===== config.mk =====
export PLATFORM = sky130hd
export DESIGN_NAME = sn_reg_file
export DESIGN_NICKNAME = d
export VERILOG_FILES = /design/src/rtl/sn_reg_pkg.sv /design/src/rtl/sn_reg_file.sv
export SDC_FILE = /design/constraint.sdc
export NUM_CORES = 1
export LEC_CHECK = 0
export CAP_MARGIN = 20
export CORE_UTILIZATION = 44
export DETAILED_ROUTE_END_ITERATION = 6
export PLACE_DENSITY = 0.72
export SLEW_MARGIN = 20
export SYNTH_ARGS = -nofsm -noshare
export SYNTH_HDL_FRONTEND = slang
export SYNTH_SLANG_ARGS = --single-unit
export TNS_END_PERCENT = 5

===== constraint.sdc =====
create_clock -name clk -period 3.9 [get_ports clk]
set_input_delay 0.975 -clock clk [delete_from_list [all_inputs] [get_ports clk]]
set_output_delay 0.975 -clock clk [all_outputs]
set_load 0.05 [all_outputs]

===== src/rtl/sn_reg_pkg.sv =====
// Shared constants and types for the sn_reg_file register block.
// Contents: address map, data/address widths, unmapped read value,
// scratch register index type and a scratch-range decode helper.
package sn_reg_pkg;

  localparam int unsigned ADDR_W      = 7;
  localparam int unsigned DATA_W      = 8;
  localparam int unsigned EV_W        = 4;
  localparam int unsigned TS_W        = 16;
  localparam int unsigned SCRATCH_NUM = 8;
  localparam int unsigned SCR_IDX_W   = 3;

  localparam logic [ADDR_W-1:0] ADDR_ID       = 7'h00;
  localparam logic [ADDR_W-1:0] ADDR_VERSION  = 7'h01;
  localparam logic [ADDR_W-1:0] ADDR_SCRATCH0 = 7'h02;
  localparam logic [ADDR_W-1:0] ADDR_SCRATCH7 = 7'h09;
  localparam logic [ADDR_W-1:0] ADDR_CTRL     = 7'h0A;
  localparam logic [ADDR_W-1:0] ADDR_STATUS   = 7'h0B;
  localparam logic [ADDR_W-1:0] ADDR_WR_COUNT = 7'h0C;
  localparam logic [ADDR_W-1:0] ADDR_TS_LO    = 7'h0D;
  localparam logic [ADDR_W-1:0] ADDR_TS_HI    = 7'h0E;
  localparam logic [ADDR_W-1:0] ADDR_IRQ_MASK = 7'h0F;

  localparam logic [DATA_W-1:0] RD_UNMAPPED = 8'hEE;

  // Index into the scratch register array (address minus ADDR_SCRATCH0).
  typedef logic [SCR_IDX_W-1:0] scratch_idx_t;

  function automatic logic is_scratch(input logic [ADDR_W-1:0] addr);
    return (addr >= ADDR_SCRATCH0) && (addr <= ADDR_SCRATCH7);
  endfunction

  function automatic scratch_idx_t scratch_idx(input logic [ADDR_W-1:0] addr);
    logic [ADDR_W-1:0] off;
    off = addr - ADDR_SCRATCH0;
    return SCR_IDX_W'(off);
  endfunction

endpackage


===== src/rtl/sn_reg_file.sv =====
// sn_reg_file: small control/status register block on a simple
// enable/r0w1 protocol with zero-latency combinational read data.
// Ports:
//   clk, rst            clock, synchronous active-high reset
//   prot_enable         qualifies prot_r0w1/prot_addr/prot_wdata
//   prot_r0w1           0 = read, 1 = write
//   prot_addr/wdata     register address / write data
//   prot_rdata          read data, combinational from prot_addr
//   hw_event            single-cycle event strobes into sticky bits
//   hw_level            live status levels shown in STATUS[7:4]
//   ctrl_start          one-cycle pulse after CTRL write with bit0 set
//   ctrl_mode           stored CTRL[7:1]
//   irq                 registered OR of (sticky AND mask)
module sn_reg_file
  import sn_reg_pkg::*;
#(
  parameter logic [7:0] P_ID_VALUE = 8'h5A,
  parameter logic [7:0] P_VERSION  = 8'h01
) (
  input  logic       clk,
  input  logic       rst,
  input  logic       prot_enable,
  input  logic       prot_r0w1,
  input  logic [6:0] prot_addr,
  input  logic [7:0] prot_wdata,
  output logic [7:0] prot_rdata,
  input  logic [3:0] hw_event,
  input  logic [3:0] hw_level,
  output logic       ctrl_start,
  output logic [6:0] ctrl_mode,
  output logic       irq
);

  logic [DATA_W-1:0] scratch_q [SCRATCH_NUM];
  logic [DATA_W-1:0] scratch_d [SCRATCH_NUM];
  logic [6:0]        mode_q, mode_d;
  logic              start_q, start_d;
  logic [EV_W-1:0]   sticky_q, sticky_d;
  logic [EV_W-1:0]   mask_q, mask_d;
  logic              irq_q, irq_d;
  logic [DATA_W-1:0] wr_count_q, wr_count_d;
  logic [TS_W-1:0]   timer_q, timer_d;
  logic [TS_W-1:0]   snap_q, snap_d;
  logic [DATA_W-1:0] ts_hi_q, ts_hi_d;
  logic              en_prev_q, en_prev_d;
  logic              lo_rd_q, lo_rd_d;

  logic            wr_en;
  logic            rd_lo;
  logic            en_fall;
  logic [EV_W-1:0] sticky_clr;

  assign wr_en   = prot_enable & prot_r0w1;
  assign rd_lo   = prot_enable & ~prot_r0w1 & (prot_addr == ADDR_TS_LO);
  assign en_fall = en_prev_q & ~prot_enable;

  // Next-state logic for every register in the block.
  always_comb begin
    scratch_d  = scratch_q;
    mode_d     = mode_q;
    start_d    = 1'b0;
    mask_d     = mask_q;
    wr_count_d = wr_count_q;
    ts_hi_d    = ts_hi_q;
    lo_rd_d    = lo_rd_q;
    sticky_clr = '0;

    if (wr_en) begin
      if (wr_count_q != 8'hFF) begin
        wr_count_d = wr_count_q + 8'd1;
      end
      if (is_scratch(prot_addr)) begin
        scratch_d[scratch_idx(prot_addr)] = prot_wdata;
      end
      case (prot_addr)
        ADDR_CTRL: begin
          mode_d  = prot_wdata[7:1];
          start_d = prot_wdata[0];
        end
        ADDR_STATUS:   sticky_clr = prot_wdata[EV_W-1:0];
        ADDR_IRQ_MASK: mask_d     = prot_wdata[EV_W-1:0];
        default: ;
      endcase
    end

    // New events take priority over a simultaneous W1C clear.
    sticky_d = (sticky_q & ~sticky_clr) | hw_event;
    irq_d    = |(sticky_q & mask_q);

    timer_d   = timer_q + 16'd1;
    snap_d    = prot_enable ? snap_q : timer_q;
    en_prev_d = prot_enable;

    // Latch the high byte of the frozen snapshot once the access that read
    // TS_LO ends, so a later TS_HI read pairs with that TS_LO.
    if (en_fall) begin
      if (lo_rd_q) begin
        ts_hi_d = snap_q[15:8];
      end
      lo_rd_d = 1'b0;
    end
    if (rd_lo) begin
      lo_rd_d = 1'b1;
    end
  end

  always_ff @(posedge clk) begin
    if (rst) begin
      scratch_q  <= '{default: '0};
      mode_q     <= '0;
      start_q    <= 1'b0;
      sticky_q   <= '0;
      mask_q     <= '0;
      irq_q      <= 1'b0;
      wr_count_q <= '0;
      timer_q    <= '0;
      snap_q     <= '0;
      ts_hi_q    <= '0;
      en_prev_q  <= 1'b0;
      lo_rd_q    <= 1'b0;
    end else begin
      scratch_q  <= scratch_d;
      mode_q     <= mode_d;
      start_q    <= start_d;
      sticky_q   <= sticky_d;
      mask_q     <= mask_d;
      irq_q      <= irq_d;
      wr_count_q <= wr_count_d;
      timer_q    <= timer_d;
      snap_q     <= snap_d;
      ts_hi_q    <= ts_hi_d;
      en_prev_q  <= en_prev_d;
      lo_rd_q    <= lo_rd_d;
    end
  end

  // Read mux: driven from prot_addr whether or not prot_enable is high.
  always_comb begin
    prot_rdata = RD_UNMAPPED;
    if (is_scratch(prot_addr)) begin
      prot_rdata = scratch_q[scratch_idx(prot_addr)];
    end else begin
      case (prot_addr)
        ADDR_ID:       prot_rdata = P_ID_VALUE;
        ADDR_VERSION:  prot_rdata = P_VERSION;
        ADDR_CTRL:     prot_rdata = {mode_q, 1'b0};
        ADDR_STATUS:   prot_rdata = {hw_level, sticky_q};
        ADDR_WR_COUNT: prot_rdata = wr_count_q;
        ADDR_TS_LO:    prot_rdata = snap_q[7:0];
        ADDR_TS_HI:    prot_rdata = ts_hi_q;
        ADDR_IRQ_MASK: prot_rdata = {4'h0, mask_q};
        default:       prot_rdata = RD_UNMAPPED;
      endcase
    end
  end

  assign ctrl_start = start_q;
  assign ctrl_mode  = mode_q;
  assign irq        = irq_q;

endmodule


### Word-level counts from Yosys, hierarchy flattened

Cells that the tools add are included.

* flip-flop bits (word level): 131
* input port bits: 27
* output and inout bits: 17
* logic and storage cells: 70

* add/sub/neg operators: 3
* magnitude comparators: 4
* eq/ne operators: 8
* multiplexer cells: 12
* bitwise operators: 13
* reductions and logical operators: 11

Operators with widths (count)
* bitwise mux 64 bit: 1
* one-hot mux 8 bit (8 select lines): 1
* == test 7 x 4 -> 1 bit, second input constant: 6
* 2-to-1 mux 8 bit: 4
* binary-select mux 8 bit (select 3 bit): 1
* demux 8 bit (select 3 bit): 1
* adder 16 x 1 -> 16 bit, second input constant: 1
* AND reduction 2 bit: 5
* adder 8 x 1 -> 8 bit, second input constant: 1
* bitwise AND 4 bit: 2
* 2-to-1 mux 4 bit: 2
* != test 8 bit, second input constant: 1
* == test 7 x 1 -> 1 bit, second input constant: 1
* >= comparator 7 x 2 -> 1 bit, second input constant: 1
* <= comparator 7 x 4 -> 1 bit, second input constant: 1
* logical NOT 7 bit: 1
* bitwise AND 1 bit: 4
* >= comparator 4 bit, second input constant: 1
* < comparator 4 x 1 -> 1 bit, second input constant: 1
* NOT 1 bit: 4
* NOT 3 -> 4 bit: 1
* NOT 4 bit: 1
* OR 4 bit: 1
* OR reduction 4 bit: 1
* 5 further kinds: 7

### Longest topological paths before layout

Gate-level depths: netlist of the first run.

* word-level depth: 7
* gate-level depth with buffers: 9
* gate-level depth less buffers: 6

### Worst setup path after synthesis of the first run

Ideal clock, no wire load.

* path type: input port to output port
* start point: in prot_addr[1]
* end point: out prot_rdata[6]
* arrival: 3.055 ns
* data required time: 2.925 ns
* setup slack: -0.130 ns
* cell stages on the path: 8
* buffers on the path: 2
* cells stage by stage: buf_6 buf_4 inv_1 ha_1 and2b_2 a21oi_1 nor4_4 a32oi_1

* cells in the longest elaborated chain, start to end: 6
* elaborated cells on any way between the ends: 18
* classes of those cells: add/sub (1); order compare (2); eq/ne (7); mux (5); bitwise (1); reduce/logical (2)

Ends and longest elaborated chain
* start: declaration: RTL line sn_reg_file.sv:24 `input logic [6:0] prot_addr,`
* subtractor 3 x 2 -> 3 bit: RTL line sn_reg_pkg.sv:35 `off = addr - ADDR_SCRATCH0;`
* NOT 3 -> 4 bit (not written as such): RTL line sn_reg_file.sv:141 `prot_rdata = scratch_q[scratch_idx(prot_addr)];`
* binary-select mux 8 bit (select 3 bit): RTL line sn_reg_file.sv:141
* 2-to-1 mux 8 bit (not written as such) (2 in a row): RTL line sn_reg_file.sv:141
* 2-to-1 mux 8 bit (*): RTL line sn_reg_file.sv:140 `if (is_scratch(prot_addr)) begin`
* end: declaration: RTL line sn_reg_file.sv:26 `output logic [7:0] prot_rdata,`

Mark *: on every way between the ends. The rest lies on a longest branch, timed or not. The select of a mux whose other input is x is not followed.

### Final worst setup path of the first run

* start point: in prot_addr[5]
* end point: out prot_rdata[5]

* cells in the longest elaborated chain, start to end: 3
* elaborated cells on any way between the ends: 13
* classes of those cells: order compare (2); eq/ne (7); mux (2); reduce/logical (2)

Ends and longest elaborated chain
* >= comparator 7 x 2 -> 1 bit (tied with other cells): RTL line sn_reg_pkg.sv:30 `return (addr >= ADDR_SCRATCH0) && (addr <= ADDR_SCRATCH7);`
* logical AND 1 bit or one-hot mux 8 bit (8 select lines) (tied branches): RTL line sn_reg_pkg.sv:30, sn_reg_file.sv:143
* 2-to-1 mux 8 bit (*): RTL line sn_reg_file.sv:140

Mark *: on every way between the ends. The rest lies on a longest branch, timed or not.

==> metrics.md, run 1 <==
| Metric | Value |
|---|---|
| Library cells used by synthesis | 57 |
| FP Rows | 43 |
| Post-DP Area | 7060 sq um |
| Adder-cell share of the synthesized area | 0.0136 |
| CTS tree | done |
| Core Footprint | 14000 sq um |
| Area growth syn-to-layout | 20.3% |
| Top cells by area, synth | dfxtp_1 41%, mux2i_1 11%, mux4_2 7.0%, a21oi_1 4.1%, nand3_1 4.1% |
| Setup Skew | 7.33 ps |
| Tot GR Track Use | 0.239 |
| Startpoint Class | primary input |
| Port bufs | 43 |
| YS warnings | 0 |
| Hold Buf Count CTS | 0 |
| Hold Slack | 459 ps |
| Clk Latency, worst-skew pair | 420 ps |
| Synth Area in XOR/XNOR | 0.0204 |
| Synth async-reset ratio | 0 |
| Largest net degree at the start of global routing | 71 |
| CP Cell Sequence | clkdlybuf4s50_1 -> or3_4 -> nor3_1 -> a22oi_1 -> a22oi_2 -> buf_4 |
| Max Freq | 0.259 GHz |
| Mux cell area share after synthesis | 0.192 |
| Starting density of the core | 0.458 |
| Sequential element share of the synthesized area | 0.408 |
| Worst VDD drop | 0.314 mV |
| Mapped Avg Cell Area | 9.71 sq um |
| CTS Root Cell | clkbuf_16 |
| Global-route wire length before repair | 27300 um |
| # DRC | 0 |
| Num CTS Buffers | 17 |
| Critical-path top delay cell | or3_4 |
| Simple-gate share of the synthesized area | 0.189 |
| Drt via density | 6.03 |
| DR iter-0 viols | 635 |
| Overflow after GRT | 0 |
| Synth Area in Compound Gates | 0.132 |
| Top cell type's share of synthesized area | 0.408 |
| Number of routed nets with antenna violations | 0 |
| CP max FO | 9 |
| Die ar. | 15100 sq um |
| GP Congestion | 0.923 |
| Slew headroom | 0.401 |
| Main flop type after synthesis | dfxtp_1 |
| Status | completed |
| DR vias | 5406 |
| Max cap viols | 0 |
| Design Area, Final | 7730 sq um |
| Final hold viol count | 0 |
| Type of the tightest min-delay check | reg2reg |
| Max Root-Sink Buffers | 2 |
| DR WL/cell | 19.3 um |
| N_diodes | 0 |
| Total power | 3210 uW |
| Initial antenna violation count | 0 |
| Post-Layout Cell Count | 897 |
| Die Span Y | 123 um |
| Minimum clock period | 3870 ps |
| Clock sinks | 131 |
| Largest area contributor in the netlist | dfxtp_1 |
| RSZ-0062 raised after global routing | false |
| Critical Path RT | 2920 ps |
| Worst slew pin tran | 899 ps |
| DIE WIDTH | 123 um |
| Synthesized flop and latch total | 131 |
| Final Cycle Share | 0.991 |
| Crit path DAT | 2890 ps |
| Crit Path Class | in2out |
| Share of cells above drive strength 1 | 0.177 |
| Post-synth EDFFs | 0 |
| Main combinational cell family by area after synthesis | multiplexers |
| Pins Over Slew Limit | 0 |
| Worst-path clk slew | 50 ps |
| Worst setup EP type | output port |
| Drt first pass iters | 6 |
| IO Pins | 44 |
| Nets | 739 |
| H-Tree Depth | 4 |
| Syn Std Cell Area | 6430 sq um |
| Pwr dens | 415 nW/um^2 |
| Routed WL | 17300 um |
| Max incr delay on CP | 490 ps |
| Mapped Cells | 662 |
| Hpwl dp | 11700 um |
| Post-Synthesis Net Count | 696 |
| DP Cell Count | 862 |
| # setup viols final | 0 |
| Number of global-route vias before repair | 5189 |
| Leakage power | 0.00296 uW |
[stage by stage]
step | setup WS [ps] | setup TNS [ps] | utilization
after global routing | 39.5 | 0 | 0.551
after floorplan | -96.1 | -288 | -
final | 34.6 | 0 | 0.551
after detailed placement | -138 | -632 | 0.503
after global placement | -122 | -539 | 0.503
after CTS | -15.5 | -15.5 | 0.547
[area by class of cell]
class                      instances  area, sq um
clock buffer                      21          450
fill                            1158         6310
inverter                           4         15.0
tap                              180          225
timing repair buffer              76          708
sequential                       131         2620
clock inverter                    10          134
multi-input combinational        475         3580
[timing repair]
action / in CTS / in global routing
pin swaps: 1 / 3
buffers inserted: 2 / 2
setup endpoints to repair: 6 / 8
resized for setup: 5 / 10
endpoints found under the hold margin: 0 / 0
[final timing paths]
check	startpoint	end	slack, ps	cells past startpoint
setup / recovery	prot_addr[5]	prot_rdata[5]	30	6
hold / removal	ts_hi_q[0]$_SDFFE_PP0P_	ts_hi_q[0]$_SDFFE_PP0P_	460	2
setup reg to reg	timer_q[3]$_SDFF_PP0_	timer_q[12]$_SDFF_PP0_	2310	4
hold reg to reg	ts_hi_q[0]$_SDFFE_PP0P_	ts_hi_q[0]$_SDFFE_PP0P_	460	2
[layer usage]
layer  global-route usage  up-vias  share of wire
met5                    0        -              0
met3               0.0572       51          0.071
met2                0.372      249           0.47
met1                0.301     2605           0.42
li1                     -     2501              -
met4                0.139        0          0.041
[Yosys cell counts, drive strengths merged, types with 2 or more instances]
cell	instances
nor2	61
mux2i	68
mux2	9
a41oi	2
clkbuf	21
mux4	20
dfxtp	131
nand3	53
nor2b	7
ha	7
or3	4
and2b	2
o21a	3
xor2	13
nand2b	33
xnor2	2
a22oi	13
nor3	7
nor3b	2
a22o	3
buf	31
and2	4
a32o	2
a21oi	53
and3	6
nand4	14
and4	4
nor4	3
inv	4
o31ai	4
nand2	20
or4	3
o21ai	37
o211ai	4
[worst max-delay path, delay by kind of cell]
family	cells	cell delay, ps
simple gates	2	820
buf+inv	2	670
compound gates	2	420
[logic make-up (layout without fill, tap and decap cells)]
logic type / count (synthesis) / after routing
simple gates: 226 / 226
xor+xnor: 15 / 15
compound gates: 130 / 130
mux: 97 / 97
buf+inv: 56 / 111
fa+ha+maj: 7 / 7
flops: 131 / 131
[power by group]
part / leakage, uW / switching, uW / internal, uW
Combinational: 0.00162 / 155 / 101
Sequential: 0.00106 / 8.78 / 1350
Clock: 0.000283 / 579 / 1010
Total: 0.00296 / 742 / 2460
[placed cells by master, fill, tap and decap left out, drive strengths merged, types with 9 or more instances in the layout]
master	count
nand4	14
mux4	20
mux2i	68
o21ai	37
dfxtp	131
nand2b	33
nand3	53
nor2	61
xor2	13
mux2	9
buf	44
a22oi	13
nand2	20
clkdlybuf4s50	30
clkbuf	21
a21oi	53
[flip-flops by register name (all words and copies together), names as in the netlist]
name and count:
ctrl_mode 7, ctrl_start 1, en_prev_q 1, irq 1, lo_rd_q 1, mask_q 4
scratch_q 64, snap_q 16, sticky_q 4, timer_q 16, ts_hi_q 8, wr_count_q 8
Power figures use the tool's default switching activity.
==> run 2, diff against run 1 <==
==> constraint.sdc (replaced) <==
create_clock -name clk -period 4.25 [get_ports clk]
set_input_delay 1.0625 -clock clk [delete_from_list [all_inputs] [get_ports clk]]
set_output_delay 1.0625 -clock clk [all_outputs]
set_load 0.05 [all_outputs]
==> run 2 against run 1 <==
Net effect: clock-buffer cell count up 1; worst setup slack improved by 42 ps; sequential cell count is the same; cell area down 2.4%; sequential share of layout area grew 0.85 points; clock power decreased by 15%; critical path depth increased by 2; sequential power fell by 8%.
==> metrics.md, run 2 (synthesis gave the netlist of run 1 again) <==
| Metric | Value |
|---|---|
| Status | completed |
| Startpoint Class | primary input |
| Largest regs | scratch_q: 64 flops, snap_q: 16 flops, timer_q: 16 flops |
| CP Cell Sequence | clkdlybuf4s50_1 -> inv_1 -> ha_1 -> nor2b_1 -> o21a_1 -> nor4_4 -> a32oi_1 -> buf_4 |
| Slew headroom | 0.433 |
| Tot GR Track Use | 0.243 |
| Setup TNS | 0 ps |
| CTS tree | done |
| Starting density of the core | 0.458 |
| Type of the tightest min-delay check | reg2reg |
| Pins Over Slew Limit | 0 |
| Most frequent cells in the layout | 131 x dfxtp_1, 68 x mux2i_1, 60 x nor2_1 |
| Final Cycle Share | 0.982 |
| Critical Path RT | 3190 ps |
| Nets | 728 |
| Leakage power | 0.00285 uW |
| Drt via density | 6.03 |
| # DRC | 0 |
| DIE WIDTH | 123 um |
| Area growth syn-to-layout | 17.4% |
| Num CTS Buffers | 17 |
| Drt first pass iters | 7 |
| Setup Skew | 3.61 ps |
| Port bufs | 43 |
| RSZ-0062 raised after global routing | true |
| Critical-path top delay cell | clkdlybuf4s50_1 |
| Clk Latency, worst-skew pair | 420 ps |
| Number of global-route vias before repair | 5073 |
| Largest register by flop count | scratch_q |
| Largest net degree at the start of global routing | 59 |
| CP max FO | 6 |
| Clock sinks | 131 |
| Max Root-Sink Buffers | 2 |
| Minimum clock period | 4170 ps |
| Hpwl dp | 11600 um |
| GP Congestion | 0.882 |
| Max cap viols | 0 |
| Total power | 2820 uW |
| N_diodes | 0 |
| DR WL/cell | 19.6 um |
| Crit Path Class | in2out |
| Die Span Y | 123 um |
| Crit path DAT | 3110 ps |
| # setup viols final | 0 |
| DR vias | 5348 |
| Most common cell after layout, fill and taps aside | dfxtp_1 |
| Worst VDD drop | 0.289 mV |
| Post CTS Setup Buffer Count | 0 |
| Global-route wire length before repair | 27600 um |
| Top delay family on crit path | buffers and inverters |
| CTS Root Cell | clkbuf_16 |
| Share of cells above drive strength 1 | 0.149 |
| Max incr delay on CP | 480 ps |
| Hold Slack | 461 ps |
| Worst setup EP type | output port |
| Critical path buffers and inverters | 3 |
| H-Tree Depth | 4 |
| Fill count | 1204 |
| Number of routed nets with antenna violations | 0 |
| Worst slew pin tran | 850 ps |
| Overflow after GRT | 0 |
| Die ar. | 15100 sq um |
| Pwr dens | 374 nW/um^2 |
| FP Rows | 43 |
| Routed WL | 17400 um |
| Worst-path clk slew | 60 ps |
| Core Footprint | 14000 sq um |
| Initial antenna violation count | 0 |
| DR iter-0 viols | 615 |
| IO Pins | 44 |
| Max Freq | 0.240 GHz |
| Largest register FFs | 64 |
| Final hold viol count | 0 |
-- run 2: through the flow --
stage	instances	util	setup slack, ps	area [sq um]
2_1_floorplan	662	-	44.9	6430
3_3_place_gp	855	0.498	40.2	7000
3_5_place_dp	855	0.498	34.8	7000
4_1_cts	887	0.537	20.8	7540
5_1_grt	887	0.537	-30.5	7540
6_report	887	0.537	76.2	7540
-- run 2: worst reg2reg max path, stage by stage, from the launching register on --
cell	delay, ps
dfxtp_1	420
and4_1	350
nand2_1	170
or4_1	420
a21oi_1	160
-- run 2: area by class of cell --
| class | count | area (sq um) | share of cell area |
|---|---|---|---|
| multi-input combinational | 475 | 3530 | 0.468 |
| clock inverter | 10 | 85.1 | 0.0113 |
| tap | 180 | 225 | 0.0299 |
| inverter | 4 | 15.0 | 0.00199 |
| timing repair buffer | 65 | 613 | 0.0813 |
| clock buffer | 22 | 454 | 0.0602 |
| sequential | 131 | 2620 | 0.348 |
-- run 2: where the power goes --
group	total, uW	internal, uW	switching, uW
combinational	225	85.4	140
sequential	1250	1240	8.21
clock	1350	813	536
total	2820	2140	684
-- run 2: final timing paths --
path                         start                     end  slack, ps  cells after the start
max                   prot_addr[2]           prot_rdata[6]         80                      8
min          timer_q[0]$_SDFF_PP0_   timer_q[0]$_SDFF_PP0_        460                      1
max reg2reg  timer_q[2]$_SDFF_PP0_  timer_q[12]$_SDFF_PP0_       2660                      4
min reg2reg  timer_q[0]$_SDFF_PP0_   timer_q[0]$_SDFF_PP0_        460                      1
-- run 2: what timing repair did --
action | CTS | global route
resized for setup | 0 | 1
setup endpoints to repair | 0 | 6
hold buffers | 0 | 0
-- run 2: per-layer routing --
layer	GRT usage	part of all wire
met2	0.369	0.45
met5	0	0
met4	0.119	0.036
met3	0.0441	0.059
met1	0.331	0.45
==> run 3, diff against run 2 <==
--- a/config.mk
+++ b/config.mk
@@ -6,6 +6,7 @@
 export NUM_CORES = 1
 export LEC_CHECK = 0
 export CAP_MARGIN = 20
+export CORE_ASPECT_RATIO = 0.7
 export CORE_UTILIZATION = 44
 export DETAILED_ROUTE_END_ITERATION = 6
 export PLACE_DENSITY = 0.72
@@ -13,4 +14,4 @@
 export SYNTH_ARGS = -nofsm -noshare
 export SYNTH_HDL_FRONTEND = slang
 export SYNTH_SLANG_ARGS = --single-unit
-export TNS_END_PERCENT = 5
+export TNS_END_PERCENT = 10
==> run 3 against run 2 <==
Net effect: non-clock buffer count up 7; routed wire length increased by 4.3%; via count increased by 2.5%; register-to-register slack worse by 120 ps; critical endpoint is now prot_rdata[2]; clock power up 19%; combinational power grew 3%; worst setup slack better by 16 ps.
==> metrics.md, run 3 (synthesis gave the netlist of run 1 again) <==
| Metric | Value |
|---|---|
| Most frequent cells in the layout | 131 x dfxtp_1, 68 x mux2i_1, 60 x nor2_1 |
| CP Cell Sequence | clkdlybuf4s50_1 -> or3_4 -> nor2_1 -> a22oi_1 -> a22oi_1 -> buf_4 |
| Clock Power Share | 0.520 |
| Worst-path clk slew | 50 ps |
| Largest register FFs | 64 |
| Pint | 2370 uW |
| Area growth syn-to-layout | 20.2% |
| GP Congestion | 0.893 |
| Final worst slack | 92.5 ps |
| Port bufs | 43 |
| Number of routed nets with antenna violations | 0 |
| Multi-input gate area | 3550 sq um |
| Largest net degree at the start of global routing | 99 |
| CP max FO | 5 |
| Overflow after GRT | 0 |
| Number of global-route vias before repair | 5300 |
| Worst setup EP type | output port |
| Post-Layout Cell Count | 904 |
| Crit path DAT | 3100 ps |
| Share of cells above drive strength 1 | 0.168 |
| Drt first pass iters | 5 |
| Critical Path RT | 3190 ps |
| Net Switching | 709 uW |
| Drt via density | 6.07 |
| Hpwl dp | 12700 um |
| Reg2reg end | timer_q[13]$_SDFF_PP0_ |
| Type of the tightest min-delay check | reg2reg |
| Flop pwr share | 0.405 |
| Core Footprint | 14100 sq um |
| Design Area, Final | 7730 sq um |
| DR iter-0 viols | 518 |
| Top cell by count, worst path | a22oi_1 |
| Worst Hold Endpoint | ts_hi_q[0]$_SDFFE_PP0P_ |
| Worst hold path startpoint | ts_hi_q[0]$_SDFFE_PP0P_ |
| Placement Setup Slack | -70.8 ps |
| Pwr dens | 399 nW/um^2 |
| IO Pins | 44 |
| Max Freq | 0.241 GHz |
| Final core utilization | 0.548 |
| Num CTS Buffers | 17 |
| FP Rows | 36 |
| Die ar. | 15100 sq um |
| DR WL/cell | 20.0 um |
| Post-DP Area | 7020 sq um |
| Startpoint Class | primary input |
| CTS tree | done |
| Fill count | 1206 |
| DP Cell Count | 870 |
| Routed WL | 18100 um |
| Max Root-Sink Buffers | 2 |
| Global-route wire length before repair | 28700 um |
| H-Tree Depth | 4 |
| Tot GR Track Use | 0.251 |
| Worst R2R Start | timer_q[5]$_SDFF_PP0_ |
| Critical-path top delay cell | clkdlybuf4s50_1 |
| Final Cycle Share | 0.978 |
| Clk Latency, worst-skew pair | 420 ps |
| Combinational share of power | 0.075 |
| Most common cell after layout, fill and taps aside | dfxtp_1 |
| Worst VDD drop | 0.312 mV |
| Largest register by flop count | scratch_q |
| DIE WIDTH | 146 um |
| Starting density of the core | 0.456 |
| Minimum clock period | 4160 ps |
| Die Span Y | 103 um |
| Slew headroom | 0.372 |
| Crit Path Class | in2out |
| # setup viols final | 0 |
| Clock sinks | 131 |
| Leakage power | 0.00296 uW |
| Final hold viol count | 0 |
| FF-to-FF path depth | 4 |
| CTS Root Cell | clkbuf_16 |
| Pins Over Slew Limit | 0 |
| Setup Skew | 4.36 ps |
| Reg2reg setup slack | 2540 ps |
| # DRC | 0 |
| Max incr delay on CP | 470 ps |
| Initial antenna violation count | 0 |
| DR vias | 5483 |
| CP startpoint | prot_addr[5] |
| Sequential Area | 2620 sq um |
| Hold depth | 2 |
| Worst slew pin tran | 942 ps |
| Largest regs | scratch_q: 64 flops, snap_q: 16 flops, timer_q: 16 flops |
| N_diodes | 0 |
| Switching Share | 0.230 |
| Status | completed |
| Nets | 735 |
| Max cap viols | 0 |
==> run 3: cell types whose count changed in the layout (fill, tap and decap cells not counted), sizes merged <==
cell	change
buf	+7
bufinv	+3
clkbuf	-1
clkdlybuf4s50	-2
clkinv	-4
dlymetal6s2s	+2
inv	+2
==> run 3: cell type report <==
class | instances | area share
tap | 190 | 0.0308
timing repair buffer | 72 | 0.0835
inverter | 4 | 0.00194
multi-input combinational | 475 | 0.460
clock buffer | 21 | 0.0622
sequential | 131 | 0.339
clock inverter | 11 | 0.0223
==> run 3: repair_timing <==
action                                  CTS  global route
buffers inserted                          0             2
endpoints found under the hold margin     0             0
hold buffers                              0             0
pin swaps                                 1             2
endpoints found under the setup margin    8             8
gates resized for setup                   1             7
==> run 3: worst max-delay path by stage <==
stage	end	slack, ps	cells after the start
3_3_place_gp	prot_rdata[6]	-30	9
5_1_grt	prot_rdata[5]	-0.03	7
2_1_floorplan	prot_rdata[6]	40	8
4_1_cts	prot_rdata[2]	-20	10
3_5_place_dp	prot_rdata[6]	-70	9
6_report	prot_rdata[2]	90	6
==> run 3: layer usage <==
metal | GRT usage | routed length (um) | vias up
li1 | - | - | 2486
met1 | 0.351 | 8440 | 2710
met2 | 0.376 | 7900 | 248
met3 | 0.0606 | 1370 | 39
met4 | 0.0946 | 400 | 0
met5 | 0 | 0 | -
==> run 3: power groups by stage <==
stage / Clock, uW / Sequential, uW / Combinational (uW)
5_1_grt: 1680 / 1250 / 247
2_1_floorplan: 0 / 1270 / 146
3_3_place_gp: 0 / 1270 / 220
4_1_cts: 1620 / 1250 / 226
6_report: 1600 / 1250 / 232
3_5_place_dp: 0 / 1270 / 224
==> run 3: through the flow <==
step | total power (uW) | setup TNS (ps) | hold WS (ps)
global route | 3170 | -0.0278 | 481
floorplan | 1420 | 0 | 425
detailed placement | 1500 | -285 | 451
CTS | 3090 | -23.6 | 458
finish | 3080 | 0 | 456
global placement | 1490 | -35.3 | 439
==> run 3: critical path, delay by kind of cell <==
| family | cells | cell delay [ps] |
|---|---|---|
| buffers and inverters | 2 | 740 |
| AOI/OAI and AO/OA | 2 | 470 |
| and+or+nand+nor | 2 | 810 |
==> RTL edit, RTL diff (settings of run 2) <==
Register the input `prot_wdata` before use, with the module's reset. The logic sees it one clock later. The other inputs are not delayed to match.
--- a/src/rtl/sn_reg_file.sv
+++ b/src/rtl/sn_reg_file.sv
@@ -30,6 +30,16 @@
   output logic [6:0] ctrl_mode,
   output logic       irq
 );
+
+  logic [7:0] prot_wdata_q;
+
+  always_ff @(posedge clk) begin
+    if (rst) begin
+      prot_wdata_q <= '0;
+    end else begin
+      prot_wdata_q <= prot_wdata;
+    end
+  end
 
   logic [DATA_W-1:0] scratch_q [SCRATCH_NUM];
   logic [DATA_W-1:0] scratch_d [SCRATCH_NUM];
@@ -70,15 +80,15 @@
         wr_count_d = wr_count_q + 8'd1;
       end
       if (is_scratch(prot_addr)) begin
-        scratch_d[scratch_idx(prot_addr)] = prot_wdata;
+        scratch_d[scratch_idx(prot_addr)] = prot_wdata_q;
       end
       case (prot_addr)
         ADDR_CTRL: begin
-          mode_d  = prot_wdata[7:1];
-          start_d = prot_wdata[0];
+          mode_d  = prot_wdata_q[7:1];
+          start_d = prot_wdata_q[0];
         end
-        ADDR_STATUS:   sticky_clr = prot_wdata[EV_W-1:0];
-        ADDR_IRQ_MASK: mask_d     = prot_wdata[EV_W-1:0];
+        ADDR_STATUS:   sticky_clr = prot_wdata_q[EV_W-1:0];
+        ADDR_IRQ_MASK: mask_d     = prot_wdata_q[EV_W-1:0];
         default: ;
       endcase
     end
Function: changed (Yosys sat finds a counterexample within 4 cycles, from zero or initial values and one cycle with rst high).
==> RTL edit against run 2 <==
Power up 5.6%. Synthesized area up 2.1%. Setup slack worse by 0.0086 ns. Sequential power up 6%. Clock power up 7%. Highest routed layer unchanged. Critical endpoint is now prot_rdata[4]. Die area rose by 2.1%. Utilization increased by 0.23 points. Cell area rose by 3.9%. Sequential cell count grew 8. Wire length decreased by 11%. Hold slack better by 0.012 ns. Synthesized cell count shrank 6.8%.
==> RTL edit: results (changes against run 2) <==
metric,value,unit,change
grt_max_degree,110,,+86%
pre_cts_ws,0.0310,ns,-0.00377 ns
synthAdderAreaFrac,1.34,%,-0.028 points
drtIter0Drc,324,,-47%
drive_gt1_share,17.1,%,+2.3 points
synth.net_count,651,,-6.5%
relSlewSlack,41.6,%,-1.7 points
critPathArrivalTime,3.12,ns,about the same
reg.largest.list,"scratch_q: 64 flops, snap_q: 16 flops, timer_q: 16 flops",,
total_leakage_power,3.21,nW,+12%
syn_avg_cell_area,10.6,um2,+9.5%
status,completed,,
fin_cells,856,,-3.5%
synthTopCellsByCount,"dfxtp_1, mux2i_1, nand2b_1",,
hpwl,10.7,mm,-7.4%
placed_area,0.00724,mm2,+3.5%
cp_max_fo,3,,-3
power_switching,0.664,mW,-2.8%
grt_pass1_vias,4748,,-6.4%
via_per_inst,5.52,,-8.5%
synth.area.top_cells,"dfxtp_1, mux2i_1, nand2b_1",,
ys_seq_area_share,42.4,%,+1.6 points
synth_cell_types,51,,-11%
grt_usage,21.5,%,-2.8 points
grt_pass1_wl,24.5,mm,-11%
firstDrtPassIters,4,,-3
insertion_delay,0.42,ns,about the same
ir_drop,337,uV,+17%
placed_cells,825,,-3.5%
yosys.area_share.xor_xnor,1.60,%,-0.44 points
final_nets,694,,-4.7%
synth-compound-area-share,7.11,%,-6.1 points
gp_congestion,0.825,,-6.4%
fin_worst_skew,0.00593,ns,+0.00232 ns
routed_wl,15.4,mm,-11%
synthMuxAreaShare,25.2,%,+6.1 points
## RTL edit: path summary, 6_finish.rpt
| path | from | to | slack, ns | cells past startpoint |
|---|---|---|---|---|
| worst min-delay path | timer_q[0]$_SDFF_PP0_ | timer_q[0]$_SDFF_PP0_ | 0.47 | 1 |
| worst max-delay path | prot_addr[2] | prot_rdata[4] | 0.07 | 8 |
| worst min register to register | timer_q[0]$_SDFF_PP0_ | timer_q[0]$_SDFF_PP0_ | 0.47 | 1 |
| worst max register to register | timer_q[4]$_SDFF_PP0_ | timer_q[15]$_SDFF_PP0_ | 2.52 | 4 |
## RTL edit: power by group through the flow
stage,sequential [mW],clock (mW),combinational (mW)
2_1_floorplan,1.35,0,0.135
3_3_place_gp,1.36,0,0.202
3_5_place_dp,1.36,0,0.207
4_1_cts,1.33,1.46,0.208
5_1_grt,1.33,1.52,0.223
6_report,1.33,1.44,0.208
## RTL edit: timing repair
| item | 4_1_cts | 5_1_grt |
|---|---|---|
| endpoints found under the hold margin | 0 | 0 |
| gates resized for setup | 0 | 5 |
| endpoints found under the setup margin | 0 | 6 |
| hold buffers | 0 | 0 |
## RTL edit: layout make-up
cell class / count / area [um2]
clock buffer: 24 / 482
clock inverter: 7 / 90.1
fill: 1277 / 6690
inverter: 4 / 15.0
multi-input combinational: 429 / 3600
sequential: 139 / 2780
tap: 184 / 230
timing repair buffer: 69 / 643
## RTL edit: worst max-delay path: stages
cell,delay (ns)
clkdlybuf4s50_1,0.52
inv_1,0.10
ha_1,0.22
nand2b_1,0.12
a31oi_4,0.09
or4_1,0.59
o22ai_2,0.24
buf_12,0.17
## RTL edit: metal layers
metal	vias up	GRT usage [%]	part of all wire (%)
met5	-	0	0
met3	20	5.59	4.4
met4	0	8.63	1.9
met1	2299	27.1	44
li1	2304	-	-
met2	99	35.0	49
